==> config.mk <==
export PLATFORM = sky130hd
export DESIGN_NAME = ssp_sclk_gen
export DESIGN_NICKNAME = d
export VERILOG_FILES = /design/src/rtl/ssp_pkg.sv /design/src/rtl/ssp_rate_cntr.sv /design/src/rtl/ssp_sclk_gen.sv
export SDC_FILE = /design/constraint.sdc
export NUM_CORES = 1
export LEC_CHECK = 0
export CAP_MARGIN = 20
export CORE_MARGIN = 5
export CORE_UTILIZATION = 53
export CTS_CLUSTER_SIZE = 14
export DETAILED_ROUTE_END_ITERATION = 8
export PLACE_DENSITY = 0.79
export RECOVER_POWER = 100
export SLEW_MARGIN = 20
export SYNTH_ARGS = -nofsm -noshare
export SYNTH_HDL_FRONTEND = slang
export SYNTH_HIERARCHICAL = 1
export SYNTH_SLANG_ARGS = --single-unit
==> constraint.sdc <==
create_clock -name SSPCLK -period 2.45 [get_ports SSPCLK]
set_input_delay 0.49 -clock SSPCLK [delete_from_list [all_inputs] [get_ports SSPCLK]]
set_output_delay 0.49 -clock SSPCLK [all_outputs]
set_load 0.01 [all_outputs]
==> src/rtl/ssp_pkg.sv <==
// Shared definitions for the SSP serial clock stage: field widths, reserved
// frame-size floor and FSM state encoding.
package ssp_pkg;
   localparam int SCR_W_DEF = 8;
   localparam int DSS_W_DEF = 4;
   localparam int DSS_MIN   = 3;

   typedef enum logic [1:0] {
      ST_IDLE  = 2'd0,
      ST_SETUP = 2'd1,
      ST_RUN   = 2'd2,
      ST_HOLD  = 2'd3
   } ssp_state_e;
endpackage

==> src/rtl/ssp_rate_cntr.sv <==
// Serial clock rate counter: counts prescaled enables and emits a half-bit
// tick every (SCR+1) of them while the frame logic is active.
module ssp_rate_cntr
   import ssp_pkg::*;
#(
   parameter int SCR_W = SCR_W_DEF
)
(
   input  logic             clk,
   input  logic             rst,
   input  logic             en,
   input  logic             div,
   input  logic [SCR_W-1:0] scr,
   output logic             half_tick
);
   logic [SCR_W-1:0] cnt_q;
   logic [SCR_W-1:0] cnt_d;

   assign half_tick = en & div & (cnt_q == scr);

   // Held at zero while inactive so every frame starts a fresh half period.
   always_comb begin
      cnt_d = cnt_q;
      if (!en || half_tick) begin
         cnt_d = '0;
      end else if (div) begin
         cnt_d = cnt_q + SCR_W'(1);
      end
   end

   always_ff @(posedge clk or posedge rst) begin
      if (rst) begin
         cnt_q <= '0;
      end else begin
         cnt_q <= cnt_d;
      end
   end
endmodule

==> src/rtl/ssp_sclk_gen.sv <==
// SSP serial clock generator: frames (DSS+1) bits with SPO/SPH clocking and
// issues registered shift/sample/done strobes from the rate counter ticks.
module ssp_sclk_gen
   import ssp_pkg::*;
#(
   parameter int SCR_W = SCR_W_DEF,
   parameter int DSS_W = DSS_W_DEF
)
(
   input  logic             SSPCLK,
   input  logic             SSPRST,
   input  logic             SSESync,
   input  logic             SSPCLKDIV,
   input  logic             SPO,
   input  logic             SPH,
   input  logic [DSS_W-1:0] DSS,
   input  logic [SCR_W-1:0] SCR,
   input  logic             Start,
   output logic             SCLKOut,
   output logic             ShiftEn,
   output logic             SampleEn,
   output logic [DSS_W-1:0] BitCnt,
   output logic             Busy,
   output logic             Done
);
   localparam logic [DSS_W-1:0] DSS_MIN_C = DSS_W'(DSS_MIN);

   ssp_state_e       state_q;
   logic             spo_q;
   logic             sph_q;
   logic [DSS_W-1:0] dss_q;
   logic [SCR_W-1:0] scr_q;
   logic [DSS_W:0]   edge_cnt_q;
   logic             sclk_q;
   logic             shift_q;
   logic             sample_q;
   logic             busy_q;
   logic             done_q;

   logic             half_tick;
   logic             last_edge;
   logic             shift_edge;
   logic [DSS_W-1:0] dss_clamped;

   ssp_rate_cntr #(.SCR_W(SCR_W)) u_rate_cntr (
      .clk       (SSPCLK),
      .rst       (SSPRST),
      .en        (state_q != ST_IDLE),
      .div       (SSPCLKDIV),
      .scr       (scr_q),
      .half_tick (half_tick)
   );

   assign dss_clamped = (DSS < DSS_MIN_C) ? DSS_MIN_C : DSS;
   // Final edge index is 2*(DSS+1)-1, i.e. {DSS, 1}.
   assign last_edge   = (edge_cnt_q == {dss_q, 1'b1});
   assign shift_edge  = edge_cnt_q[0] ^ sph_q;

   always_ff @(posedge SSPCLK or posedge SSPRST) begin
      if (SSPRST) begin
         state_q    <= ST_IDLE;
         spo_q      <= 1'b0;
         sph_q      <= 1'b0;
         dss_q      <= '0;
         scr_q      <= '0;
         edge_cnt_q <= '0;
         sclk_q     <= 1'b0;
         shift_q    <= 1'b0;
         sample_q   <= 1'b0;
         busy_q     <= 1'b0;
         done_q     <= 1'b0;
      end else begin
         shift_q  <= 1'b0;
         sample_q <= 1'b0;
         done_q   <= 1'b0;
         if (state_q != ST_IDLE && !SSESync) begin
            state_q    <= ST_IDLE;
            busy_q     <= 1'b0;
            sclk_q     <= SPO;
            edge_cnt_q <= '0;
         end else begin
            case (state_q)
               ST_IDLE: begin
                  sclk_q     <= SPO;
                  edge_cnt_q <= '0;
                  if (Start && SSESync) begin
                     spo_q   <= SPO;
                     sph_q   <= SPH;
                     dss_q   <= dss_clamped;
                     scr_q   <= SCR;
                     busy_q  <= 1'b1;
                     state_q <= ST_SETUP;
                  end
               end
               ST_SETUP, ST_RUN: begin
                  if (half_tick) begin
                     sclk_q   <= ~sclk_q;
                     state_q  <= ST_RUN;
                     sample_q <= ~shift_edge;
                     // With SPH=0 the trailing edge of the last bit has nothing left to drive.
                     shift_q  <= shift_edge & (sph_q | ~last_edge);
                     if (last_edge) begin
                        edge_cnt_q <= '0;
                        state_q    <= ST_HOLD;
                     end else begin
                        edge_cnt_q <= edge_cnt_q + (DSS_W+1)'(1);
                     end
                  end
               end
               ST_HOLD: begin
                  if (half_tick) begin
                     done_q  <= 1'b1;
                     busy_q  <= 1'b0;
                     state_q <= ST_IDLE;
                  end
               end
               default: state_q <= ST_IDLE;
            endcase
         end
      end
   end

   assign SCLKOut  = sclk_q;
   assign ShiftEn  = shift_q;
   assign SampleEn = sample_q;
   assign BitCnt   = edge_cnt_q[DSS_W:1];
   assign Busy     = busy_q;
   assign Done     = done_q;
endmodule

==> results of run 1 <==
-- logic make-up after synthesis --
family / count (synthesis)
AOI/OAI and AO/OA: 24
buffers and inverters: 15
adders and majority gates: 4
muxes: 14
DFF: 33
xor gates and xnor gates: 21
and+or+nand+nor: 57
-- layout make-up --
type,count,area [sq um]
Fill cell,269,1180
Tap cell,46,57.6
Sequential cell,33,826
Inverter,7,26.3
Timing Repair Buffer,30,285
Multi-Input combinational cell,120,826
Clock inverter,1,30.0
Clock buffer,7,55.1
-- cell usage in the layout (no fill, tap or decap), types with 2 or more instances in the layout --
cell,instances
sky130_fd_sc_hd__clkdlybuf4s50_1,17
sky130_fd_sc_hd__mux2i_1,2
sky130_fd_sc_hd__mux2_2,11
sky130_fd_sc_hd__xnor2_1,15
sky130_fd_sc_hd__dfrtp_1,33
sky130_fd_sc_hd__nor3_1,4
sky130_fd_sc_hd__nand4_1,3
sky130_fd_sc_hd__ha_1,4
sky130_fd_sc_hd__inv_1,7
sky130_fd_sc_hd__clkbuf_4,5
sky130_fd_sc_hd__clkbuf_1,3
sky130_fd_sc_hd__dlygate4sd3_1,10
sky130_fd_sc_hd__xor2_1,6
sky130_fd_sc_hd__a21oi_1,3
sky130_fd_sc_hd__nand3_1,6
sky130_fd_sc_hd__nand2b_1,2
sky130_fd_sc_hd__o21ai_0,8
sky130_fd_sc_hd__nand2_1,20
sky130_fd_sc_hd__nor2_1,18
-- path summary, 6_finish.rpt --
path                                              from                          endpoint  slack (ps)
worst min register to register    dss_q[1]$_DFFE_PP0P_              dss_q[1]$_DFFE_PP0P_         510
worst min-delay path              dss_q[1]$_DFFE_PP0P_              dss_q[1]$_DFFE_PP0P_         510
worst max-delay path            state_q[1]$_DFFE_PP0P_  u_rate_cntr/cnt_q[3]$_DFFE_PP0P_         270
max in group asynchronous                       SSPRST              dss_q[3]$_DFFE_PP0P_         590
min in group asynchronous                       SSPRST  u_rate_cntr/cnt_q[5]$_DFFE_PP0P_         560
worst max register to register  state_q[1]$_DFFE_PP0P_  u_rate_cntr/cnt_q[3]$_DFFE_PP0P_         270
-- metrics by stage --
step,setup slack [ps],instance area (sq um)
floorplan,345,1780
global route,112,2110
detailed placement,218,2060
finish,266,2110
CTS,207,2150
global placement,278,2060
-- worst max-delay path: cells and delay by family, from the launching register on --
| kind | cells | cell delay [ps] |
|---|---|---|
| AND/OR/NAND/NOR | 2 | 250 |
| flip-flops | 1 | 410 |
| adder cells (fa/ha/maj) | 1 | 300 |
| buffers and inverters | 2 | 230 |
| AO/OA/AOI/OAI | 1 | 840 |
-- registers in the layout, indices dropped and copies added (netlist names) --
name,cells
Busy,1
Done,1
SCLKOut,1
SampleEn,1
ShiftEn,1
dss_q,4
edge_cnt_q,5
scr_q,8
sph_q,1
state_q,2
u_rate_cntr/cnt_q,8
-- cell usage after synthesis (4+ instances only) --
master | number | area, sq um
sky130_fd_sc_hd__nor3_1 | 4 | 20.0
sky130_fd_sc_hd__inv_1 | 7 | 26.3
sky130_fd_sc_hd__ha_1 | 4 | 50.1
sky130_fd_sc_hd__dfrtp_1 | 33 | 826
sky130_fd_sc_hd__mux2_2 | 11 | 124
sky130_fd_sc_hd__buf_4 | 4 | 30.0
sky130_fd_sc_hd__nand2_1 | 20 | 75.1
sky130_fd_sc_hd__xor2_1 | 6 | 52.6
sky130_fd_sc_hd__xnor2_1 | 15 | 131
sky130_fd_sc_hd__o21ai_0 | 8 | 40.0
sky130_fd_sc_hd__nor2_1 | 18 | 67.6
sky130_fd_sc_hd__nand3_1 | 4 | 20.0
-- report_power, final --
part           switching, mW  internal [mW]
Combinational          0.350          0.344
Sequential             0.122          0.700
Clock                  0.176          0.244
Total                  0.649           1.29
-- per-layer routing --
metal / part of all wire / GRT usage / vias to the layer above
met4: 0.015 / 0.0744 / 0
met2: 0.50 / 0.303 / 28
met3: 0.049 / 0.0558 / 4
met5: 0 / 0 / -
met1: 0.43 / 0.201 / 592
li1: - / - / 633
==> insert_results.sql, run 1 <==
INSERT INTO impl_metrics (metric_group, metric, value, unit) VALUES
('sta', 'finalSetupViolCount', '0', ''),
('pwr', 'power_per_cell_area', '919', 'mW/mm^2'),
('synthesis', 'muxShareOfSynthArea', '0.0894', ''),
('worst_setup_path', 'crit_path_top_delay_cell', 'sky130_fd_sc_hd__o31ai_1', ''),
('floorplanning', 'std_cell_rows', '21', ''),
('cts', 'postCtsSetupRepairBufs', '0', ''),
('synthesis', 'synth.ff_latch_count', '33', ''),
('cts', 'ctsRootBufferMaster', 'sky130_fd_sc_hd__clkbuf_4', ''),
('min_path', 'worstHoldPathCells', '2', ''),
('synthesis', 'ys_async_sr_fraction', '1.00', ''),
('synthesis', 'synth_nets', '191', ''),
('global_route', 'grt_start_max_net_pins', '26', ''),
('cts', 'htree_num_levels', '2', ''),
('min_path', 'hold_path_class', 'register to register', ''),
('sta', 'finalClockSkew', '19.5', 'ps'),
('place', 'port_buffers', '27', ''),
('floorplanning', 'top_level_ports', '28', ''),
('synthesis', 'netlist-cell-type-count', '37', ''),
('worst_setup_path', 'crit_type', 'register to register', ''),
('global_route', 'grt_first_pass_wirelength', '5880', 'microns'),
('synthesis', 'synthCells', '168', ''),
('worst_setup_path', 'crit_path_max_fanout', '9', ''),
('routing', 'route.detailed.vias_per_inst', '5.15', ''),
('sta', 'setup_total_negative_slack', '0', 'ps'),
('synthesis', 'synth-seq-area-share', '0.465', ''),
('sta', 'min_period_over_period', '0.892', ''),
('floorplanning', 'die_width', '67.9', 'microns'),
('place', 'dp_cells', '236', ''),
('cts', 'cts_buffers', '5', ''),
('synthesis', 'post_synth_and_or_nand_nor_area_fraction', '0.152', ''),
('final_layout', 'flow.area_growth_from_synthesis', '18.5', '%'),
('floorplanning', 'core', '0.00328', 'sq mm'),
('routing', 'detail_route.first_pass.iterations', '4', ''),
('final_layout', 'core_utilization_of_the_finished_layout', '0.641', ''),
('worst_setup_path', 'timing.critical_path.slowest_cell_delay', '840', 'ps'),
('synthesis', 'post_synth_instance_area', '0.00178', 'sq mm'),
('routing', 'detail_route.iter0.violations', '56', ''),
('sta', 'max_slew.worst_pin.slew', '1350', 'ps'),
('pwr', 'power.total', '1.94', 'mW'),
('pwr', 'ir_drop', '0.000474', 'V'),
('worst_setup_path', 'path_common_cell', 'sky130_fd_sc_hd__inv_1', ''),
('routing', 'post_drt_wl_per_cell', '14.2', 'microns'),
('final_layout', 'finalNonFillerCells', '244', ''),
('cts', 'cts_repair_resize_count', '0', ''),
('worst_setup_path', 'worst_setup_path_start_kind', 'register', ''),
('worst_setup_path', 'worst_reg_to_reg_cells', '6', ''),
('synthesis', 'ys_warn_count', '6', ''),
('run_status', 'status', 'complete, no violations', ''),
('synthesis', 'number_of_flops_mapped_to_enable_cells_by_yosys', '0', ''),
('worst_setup_path', 'worstPathArrival', '2360', 'ps'),
('routing', 'final_antenna_net_count', '0', ''),
('cts', 'holdBufCountCts', '0', ''),
('final_layout', 'layout-drive-gt1-share', '0.136', ''),
('sta', 'worst_slew_margin_rel', '0.0990', ''),
('final_layout', 'fin_nets', '220', ''),
('place', 'dp_hpwl', '2630', 'microns'),
('floorplanning', 'floorplan.die_area', '0.00461', 'sq mm'),
('worst_setup_path', 'cp.required', '2630', 'ps'),
('global_route', 'global_route.usage.total', '0.176', ''),
('floorplanning', 'die_height', '67.9', 'microns'),
('global_route', 'antenna_found_initial', '0', ''),
('cts', 'tritoncts', 'yes', ''),
('sta', 'clock.fmax', '0.458', 'GHz'),
('flow_run', 'max_cap_violations', '0', ''),
('cts', 'path_clk_slew', '100', 'ps'),
('cts', 'tritoncts_num_sinks', '33', ''),
('place', 'globalplace.congestion', '0.807', ''),
('sta', 'final.min_clock_period', '2180', 'ps'),
('sta', 'rsz_0062_raised_after_global_routing', 'no', ''),
('final_layout', 'insertedDiodeCount', '0', ''),
('synthesis', 'synth_xor_area_frac', '0.104', '');
(Power assumes the default switching activity.)
==> run 2, diff against run 1 <==
--- a/config.mk
+++ b/config.mk
@@ -7,11 +7,11 @@
 export LEC_CHECK = 0
 export CAP_MARGIN = 20
 export CORE_MARGIN = 5
-export CORE_UTILIZATION = 53
+export CORE_UTILIZATION = 37
 export CTS_CLUSTER_SIZE = 14
 export DETAILED_ROUTE_END_ITERATION = 8
-export PLACE_DENSITY = 0.79
 export RECOVER_POWER = 100
+export SETUP_SLACK_MARGIN = 0.1
 export SLEW_MARGIN = 20
 export SYNTH_ARGS = -nofsm -noshare
 export SYNTH_HDL_FRONTEND = slang
==> constraint.sdc (replaced) <==
create_clock -name SSPCLK -period 1.85 [get_ports SSPCLK]
set_input_delay 0.37 -clock SSPCLK [delete_from_list [all_inputs] [get_ports SSPCLK]]
set_output_delay 0.37 -clock SSPCLK [all_outputs]
set_load 0.01 [all_outputs]
==> insert_results.sql, run 2 (synthesis gave the netlist of run 1 again) <==
INSERT INTO impl_metrics (metric_group, metric, value, unit) VALUES
('cts', 'tritoncts', 'yes', ''),
('floorplanning', 'core', '0.00469', 'sq mm'),
('worst_setup_path', 'worstPathArrival', '1980', 'ps'),
('sta', 'final.min_clock_period', '1810', 'ps'),
('routing', 'dr.max_layer_used', 'met4', ''),
('final_layout', 'largest_registers', 'scr_q: 8 flops, u_rate_cntr/cnt_q: 8 flops, edge_cnt_q: 5 flops', ''),
('routing', 'detail_route.iter0.violations', '53', ''),
('worst_setup_path', 'worst_reg_to_reg_cells', '7', ''),
('final_layout', 'finalNonFillerCells', '273', ''),
('final_layout', 'layout-drive-gt1-share', '0.288', ''),
('routing', 'drc_errors', '0', ''),
('global_route', 'grt_start_max_net_pins', '26', ''),
('place', 'dp_hpwl', '2910', 'microns'),
('final_layout', 'insertedDiodeCount', '0', ''),
('routing', 'wl_met1', '1550', 'microns'),
('routing', 'post_drt_wl_per_cell', '14.1', 'microns'),
('global_route', 'number_of_global_route_vias_before_repair', '1441', ''),
('place', 'port_buffers', '27', ''),
('floorplanning', 'std_cell_rows', '25', ''),
('global_route', 'global_route.usage.total', '0.136', ''),
('routing', 'num_vias', '1399', ''),
('routing', 'routed_wirelength', '3850', 'microns'),
('floorplanning', 'die_width', '79.3', 'microns'),
('cts', 'clkLatencyLatePin', '280', 'ps'),
('flow_run', 'max_cap_violations', '0', ''),
('worst_setup_path', 'worst_setup_path_start_kind', 'register', ''),
('cts', 'tritoncts_num_sinks', '33', ''),
('floorplanning', 'start_util', '0.379', ''),
('floorplanning', 'top_level_ports', '28', ''),
('cts', 'htree_num_levels', '2', ''),
('sta', 'finalSetupViolCount', '0', ''),
('final_layout', 'flow.area_growth_from_synthesis', '34.3', '%'),
('floorplanning', 'floorplan.die_area', '0.00629', 'sq mm'),
('final_layout', 'final_cell_mix', 'sky130_fd_sc_hd__dfrtp_1 (33), sky130_fd_sc_hd__clkdlybuf4s50_1 (21), sky130_fd_sc_hd__buf_4 (20)', ''),
('final_layout', 'fin_nets', '241', ''),
('place', 'globalplace.congestion', '0.798', ''),
('worst_setup_path', 'crit_path_top_delay_cell', 'sky130_fd_sc_hd__dfrtp_1', ''),
('place', 'dp_cells', '259', ''),
('worst_setup_path', 'setup.worst_path.end_class', 'register', ''),
('worst_setup_path', 'cp.required', '2020', 'ps'),
('routing', 'final_antenna_net_count', '0', ''),
('routing', 'detail_route.first_pass.iterations', '4', ''),
('run_status', 'status', 'complete, no violations', ''),
('sta', 'timing_max_transition_violations_final', '0', ''),
('worst_setup_path', 'reg2reg_from', 'scr_q[1]$_DFFE_PP0P_', ''),
('cts', 'cts_max_path_buffers', '2', ''),
('routing', 'dr_wl_met3', '189', 'microns'),
('worst_setup_path', 'timing.critical_path.slowest_cell_delay', '390', 'ps'),
('pwr', 'ir_drop', '0.000487', 'V'),
('worst_setup_path', 'setup.reg_to_reg.worst_slack', '40', 'ps'),
('worst_setup_path', 'cell_chain_critical_path', 'xnor2_1 > nand4_1 > nor3_4 > buf_4 > nand2b_4 > o2bb2ai_2 > o31a_1', ''),
('place', 'post_dp_cell_area', '0.00221', 'sq mm'),
('sta', 'hold_viol', '0', ''),
('sta', 'max_slew.worst_pin.slew', '644', 'ps'),
('sta', 'rsz_0062_raised_after_global_routing', 'yes', ''),
('pwr', 'power.total', '2.88', 'mW'),
('sta', 'min_period_over_period', '0.979', ''),
('global_route', 'globalRouteOverflowTotal', '0', ''),
('global_route', 'grt_first_pass_wirelength', '6620', 'microns'),
('sta', 'worst_slew_margin_rel', '0.571', ''),
('cts', 'holdBufCountCts', '0', ''),
('sta', 'finalClockSkew', '6.19', 'ps'),
('cts', 'cts_buffers', '5', ''),
('floorplanning', 'die_height', '79.3', 'microns'),
('cts', 'ctsRootBufferMaster', 'sky130_fd_sc_hd__clkbuf_8', ''),
('worst_setup_path', 'worst_r2r_endpoint', 'state_q[0]$_DFFE_PP0P_', ''),
('routing', 'route.detailed.vias_per_inst', '5.12', ''),
('worst_setup_path', 'crit_path_max_fanout', '3', ''),
('routing', 'met2_wirelength', '2050', 'microns'),
('global_route', 'antenna_found_initial', '0', ''),
('pwr', 'power_per_cell_area', '1210', 'mW/mm^2'),
('final_layout', 'final_design_area_no_fill', '0.00239', 'sq mm'),
('cts', 'path_clk_slew', '70', 'ps'),
('pwr', 'power_leakage', '1.04', 'nW'),
('final_layout', 'final_common_cell', 'sky130_fd_sc_hd__dfrtp_1', ''),
('min_path', 'hold_path_class', 'input port to asynchronous set/reset pin', ''),
('worst_setup_path', 'crit_type', 'register to register', ''),
('sta', 'clock.fmax', '0.552', 'GHz');
==> run 2: cell count changes in the layout (fill, tap and decap cells not counted), sizes merged <==
cell,before,now
dlygate4sd3,10,6
buf,1,20
clkdlybuf4s50,17,21
bufinv,1,0
clkbuf,9,11
clkinv,0,1
==> run 2: how the worst max path moves through the flow <==
stage / from / endpoint / slack (ps) / cells past startpoint
finish: scr_q[1]$_DFFE_PP0P_ / state_q[0]$_DFFE_PP0P_ / 40 / 7
global route: scr_q[6]$_DFFE_PP0P_ / state_q[0]$_DFFE_PP0P_ / -90 / 8
CTS: scr_q[7]$_DFFE_PP0P_ / edge_cnt_q[4]$_DFFE_PP0P_ / 6 / 7
detailed placement: SSPCLKDIV / edge_cnt_q[4]$_DFFE_PP0P_ / -120 / 7
global placement: SSPCLKDIV / edge_cnt_q[4]$_DFFE_PP0P_ / -60 / 7
floorplan: state_q[0]$_DFFE_PP0P_ / edge_cnt_q[4]$_DFFE_PP0P_ / 110 / 10
==> run 2: metrics by stage <==
stage	hold slack (ps)	setup TNS (ps)	utilization	worst slack, ps
after floorplan	186	0	-	107
after global placement	494	-97.6	0.471	-56.8
after detailed placement	497	-360	0.471	-121
after CTS	360	0	0.503	5.53
after global routing	531	-396	0.509	-87.3
final	496	0	0.509	39.7
==> run 2: layer usage <==
metal | GRT usage | up-vias
met5 | 0 | -
met4 | 0.0481 | 0
met3 | 0.0476 | 10
met2 | 0.245 | 28
met1 | 0.147 | 686
li1 | - | 675
==> run 2: what timing repair did <==
item / CTS / global route
gates resized for setup: 4 / 12
gates cloned: 0 / 0
pin swaps: 8 / 9
buffers inserted: 4 / 2
endpoints found under the setup margin: 9 / 13
==> run 2: worst max-delay path: cells and delay by family, from the launching register on <==
kind            cells  cell delay [ps]
compound gates      2              360
xor+xnor            1              200
buf+inv             1              160
flops               1              390
simple gates        3              590
==> run 2: final cells by class <==
class / count / area, sq um
Sequential cell: 33 / 826
Timing Repair Buffer: 51 / 438
Tap cell: 54 / 67.6
Clock inverter: 1 / 5.00
Clock buffer: 7 / 96.3
Fill cell: 427 / 2310
Multi-Input combinational cell: 120 / 925
Inverter: 7 / 28.8
==> run 2: report_power, final <==
group / internal (mW) / switching (mW)
logic: 0.617 / 0.576
registers: 0.929 / 0.159
clock network: 0.336 / 0.259
total: 1.88 / 0.994
==> run 3, diff against run 2 <==
--- a/config.mk
+++ b/config.mk
@@ -7,7 +7,7 @@
 export LEC_CHECK = 0
 export CAP_MARGIN = 20
 export CORE_MARGIN = 5
-export CORE_UTILIZATION = 37
+export CORE_UTILIZATION = 35
 export CTS_CLUSTER_SIZE = 14
 export DETAILED_ROUTE_END_ITERATION = 8
 export RECOVER_POWER = 100
==> constraint.sdc (replaced) <==
create_clock -name SSPCLK -period 2.24 [get_ports SSPCLK]
set_input_delay 0.448 -clock SSPCLK [delete_from_list [all_inputs] [get_ports SSPCLK]]
set_output_delay 0.448 -clock SSPCLK [all_outputs]
set_load 0.01 [all_outputs]
==> insert_results.sql, run 3 (synthesis gave the netlist of run 1 again) <==
INSERT INTO impl_metrics (metric_group, metric, value, unit) VALUES
('worst_setup_path', 'critical_path_buf_inv_count', '1', ''),
('sta', 'worst_slew_margin_rel', '0.367', ''),
('final_layout', 'fin_nets', '222', ''),
('min_path', 'hold_wc_startpoint', 'dss_q[0]$_DFFE_PP0P_', ''),
('final_layout', 'flow.area_growth_from_synthesis', '21.9', '%'),
('floorplanning', 'top_level_ports', '28', ''),
('cts', 'postCtsSetupRepairBufs', '0', ''),
('final_layout', 'final_design_area_no_fill', '0.00217', 'sq mm'),
('worst_setup_path', 'crit_family', 'buffers and inverters', ''),
('final_layout', 'layout-drive-gt1-share', '0.146', ''),
('sta', 'timing_max_transition_violations_final', '0', ''),
('routing', 'final_antenna_net_count', '0', ''),
('place', 'dp_hpwl', '2510', 'microns'),
('worst_setup_path', 'crit_path_top_delay_cell', 'sky130_fd_sc_hd__clkdlybuf4s50_1', ''),
('cts', 'ctsRootBufferMaster', 'sky130_fd_sc_hd__clkbuf_8', ''),
('sta', 'min_period_over_period', '0.880', ''),
('global_route', 'number_of_global_route_vias_before_repair', '1295', ''),
('global_route', 'met2_track_demand_over_resource_in_global_routing', '0.188', ''),
('floorplanning', 'die_width', '81.3', 'microns'),
('sta', 'hold_viol', '0', ''),
('routing', 'route.detailed.vias_per_inst', '4.62', ''),
('final_layout', 'final_cell_mix', 'sky130_fd_sc_hd__dfrtp_1 (33), sky130_fd_sc_hd__nand2_1 (20), sky130_fd_sc_hd__nor2_1 (18)', ''),
('place', 'globalplace.congestion', '0.792', ''),
('cts', 'cts_max_path_buffers', '2', ''),
('worst_setup_path', 'cell_chain_critical_path', 'clkdlybuf4s50_1 > nand3_1 > mux2_2', ''),
('final_layout', 'insertedDiodeCount', '0', ''),
('cts', 'clkLatencyLatePin', '280', 'ps'),
('global_route', 'globalRouteOverflowTotal', '0', ''),
('routing', 'num_vias', '1244', ''),
('routing', 'drc_errors', '0', ''),
('worst_setup_path', 'setup.reg_to_reg.worst_slack', '320', 'ps'),
('global_route', 'grt_first_pass_wirelength', '5820', 'microns'),
('place', 'placement.setup.worst_slack', '47.9', 'ps'),
('run_status', 'status', 'complete, no violations', ''),
('routing', 'routed_wirelength', '3330', 'microns'),
('worst_setup_path', 'timing.critical_path.slowest_cell_delay', '640', 'ps'),
('min_path', 'hold_path_class', 'register to register', ''),
('pwr', 'ir_drop', '0.000512', 'V'),
('flow_run', 'max_cap_violations', '0', ''),
('sta', 'max_slew.worst_pin.slew', '942', 'ps'),
('sta', 'finalClockSkew', '5.53', 'ps'),
('min_path', 'timing.hold.worst_endpoint', 'dss_q[0]$_DFFE_PP0P_', ''),
('pwr', 'power_leakage', '0.931', 'nW'),
('cts', 'path_clk_slew', '60', 'ps'),
('routing', 'post_drt_wl_per_cell', '12.4', 'microns'),
('final_layout', 'final_common_cell', 'sky130_fd_sc_hd__dfrtp_1', ''),
('global_route', 'globalRouteMet1Util', '0.142', ''),
('final_layout', 'largest_registers', 'scr_q: 8 flops, u_rate_cntr/cnt_q: 8 flops, edge_cnt_q: 5 flops', ''),
('global_route', 'antenna_found_initial', '0', ''),
('pwr', 'power_per_cell_area', '976', 'mW/mm^2'),
('final_layout', 'core_utilization_of_the_finished_layout', '0.432', ''),
('cts', 'htree_num_levels', '2', ''),
('worst_setup_path', 'worst_setup_path_start_kind', 'input port', ''),
('global_route', 'global_route.usage.total', '0.116', ''),
('worst_setup_path', 'cp.required', '2400', 'ps'),
('worst_setup_path', 'reg2reg_from', 'state_q[0]$_DFFE_PP0P_', ''),
('cts', 'holdBufCountCts', '0', ''),
('sta', 'clock.fmax', '0.507', 'GHz'),
('floorplanning', 'floorplan.die_area', '0.00660', 'sq mm'),
('floorplanning', 'start_util', '0.355', ''),
('worst_setup_path', 'crit_type', 'input port to register', ''),
('global_route', 'groute.layer.met3.usage', '0.0366', ''),
('worst_setup_path', 'worst_reg_to_reg_cells', '5', ''),
('cts', 'tritoncts', 'yes', ''),
('sta', 'final.min_clock_period', '1970', 'ps'),
('global_route', 'grt_busiest_layer', 'met2', ''),
('sta', 'rsz_0062_raised_after_global_routing', 'no', ''),
('floorplanning', 'std_cell_rows', '26', ''),
('pwr', 'power.total', '2.11', 'mW'),
('routing', 'detail_route.iter0.violations', '106', ''),
('worst_setup_path', 'setup.worst_path.end_class', 'register', ''),
('place', 'port_buffers', '27', ''),
('sta', 'final_critical_path_setup_slack', '269', 'ps'),
('place', 'post_dp_cell_area', '0.00211', 'sq mm'),
('min_path', 'worstHoldPathCells', '2', ''),
('sta', 'finalSetupViolCount', '0', ''),
('floorplanning', 'core', '0.00501', 'sq mm'),
('worst_setup_path', 'worst_r2r_endpoint', 'scr_q[5]$_DFFE_PP0P_', ''),
('global_route', 'grt_start_max_net_pins', '26', ''),
('floorplanning', 'die_height', '81.3', 'microns'),
('cts', 'tritoncts_num_sinks', '33', ''),
('final_layout', 'filler_cell_count', '508', ''),
('worst_setup_path', 'worstPathArrival', '2130', 'ps'),
('worst_setup_path', 'crit_path_max_fanout', '15', ''),
('cts', 'cts_buffers', '5', ''),
('routing', 'detail_route.first_pass.iterations', '6', ''),
('sta', 'setup_total_negative_slack', '0', 'ps');
==> run 3: layout make-up <==
type	count	area, sq um	share of cell area
Clock buffer	7	86.3	0.0399
Sequential cell	33	826	0.381
Tap cell	70	87.6	0.0404
Timing Repair Buffer	32	302	0.139
Inverter	7	26.3	0.0121
Multi-Input combinational cell	120	838	0.387
==> run 3: how the worst max path moves through the flow <==
stage	startpoint	slack, ps	end	cells after the start
finish	SSESync	270	scr_q[5]$_DFFE_PP0P_	3
floorplan	state_q[0]$_DFFE_PP0P_	140	edge_cnt_q[4]$_DFFE_PP0P_	10
detailed placement	SSPCLKDIV	50	edge_cnt_q[4]$_DFFE_PP0P_	7
global route	SSESync	90	scr_q[5]$_DFFE_PP0P_	3
CTS	state_q[1]$_DFFE_PP0P_	220	edge_cnt_q[4]$_DFFE_PP0P_	9
global placement	SSPCLKDIV	80	edge_cnt_q[4]$_DFFE_PP0P_	7
==> run 3: worst reg2reg max path, stage by stage, from the launching register on <==
cell                      delay [ps]
sky130_fd_sc_hd__dfrtp_1         380
sky130_fd_sc_hd__inv_1            70
sky130_fd_sc_hd__ha_1            180
sky130_fd_sc_hd__buf_4           170
sky130_fd_sc_hd__nand3_1         510
sky130_fd_sc_hd__mux2_2          480
==> run 3: power breakdown <==
group          total, mW  internal [mW]  switching (mW)
registers          0.893          0.767           0.126
clock network      0.455          0.244           0.211
logic              0.765          0.392           0.373
==> run 3: metrics by stage <==
| step | cells | hold WS [ps] |
|---|---|---|
| CTS | 269 | 445 |
| detailed placement | 262 | 501 |
| global route | 269 | 545 |
| finish | 269 | 508 |
| global placement | 262 | 487 |
| floorplan | 168 | 264 |
==> run 3: layer usage <==
layer	wire, microns	vias to the layer above
met4	38	0
li1	-	630
met2	1590	29
met5	0	-
met1	1550	580
met3	152	5
==> run 3: timing repair <==
action / CTS / global route
setup endpoints to repair: 0 / 2
resized for setup: 0 / 1
endpoints found under the hold margin: 0 / 0
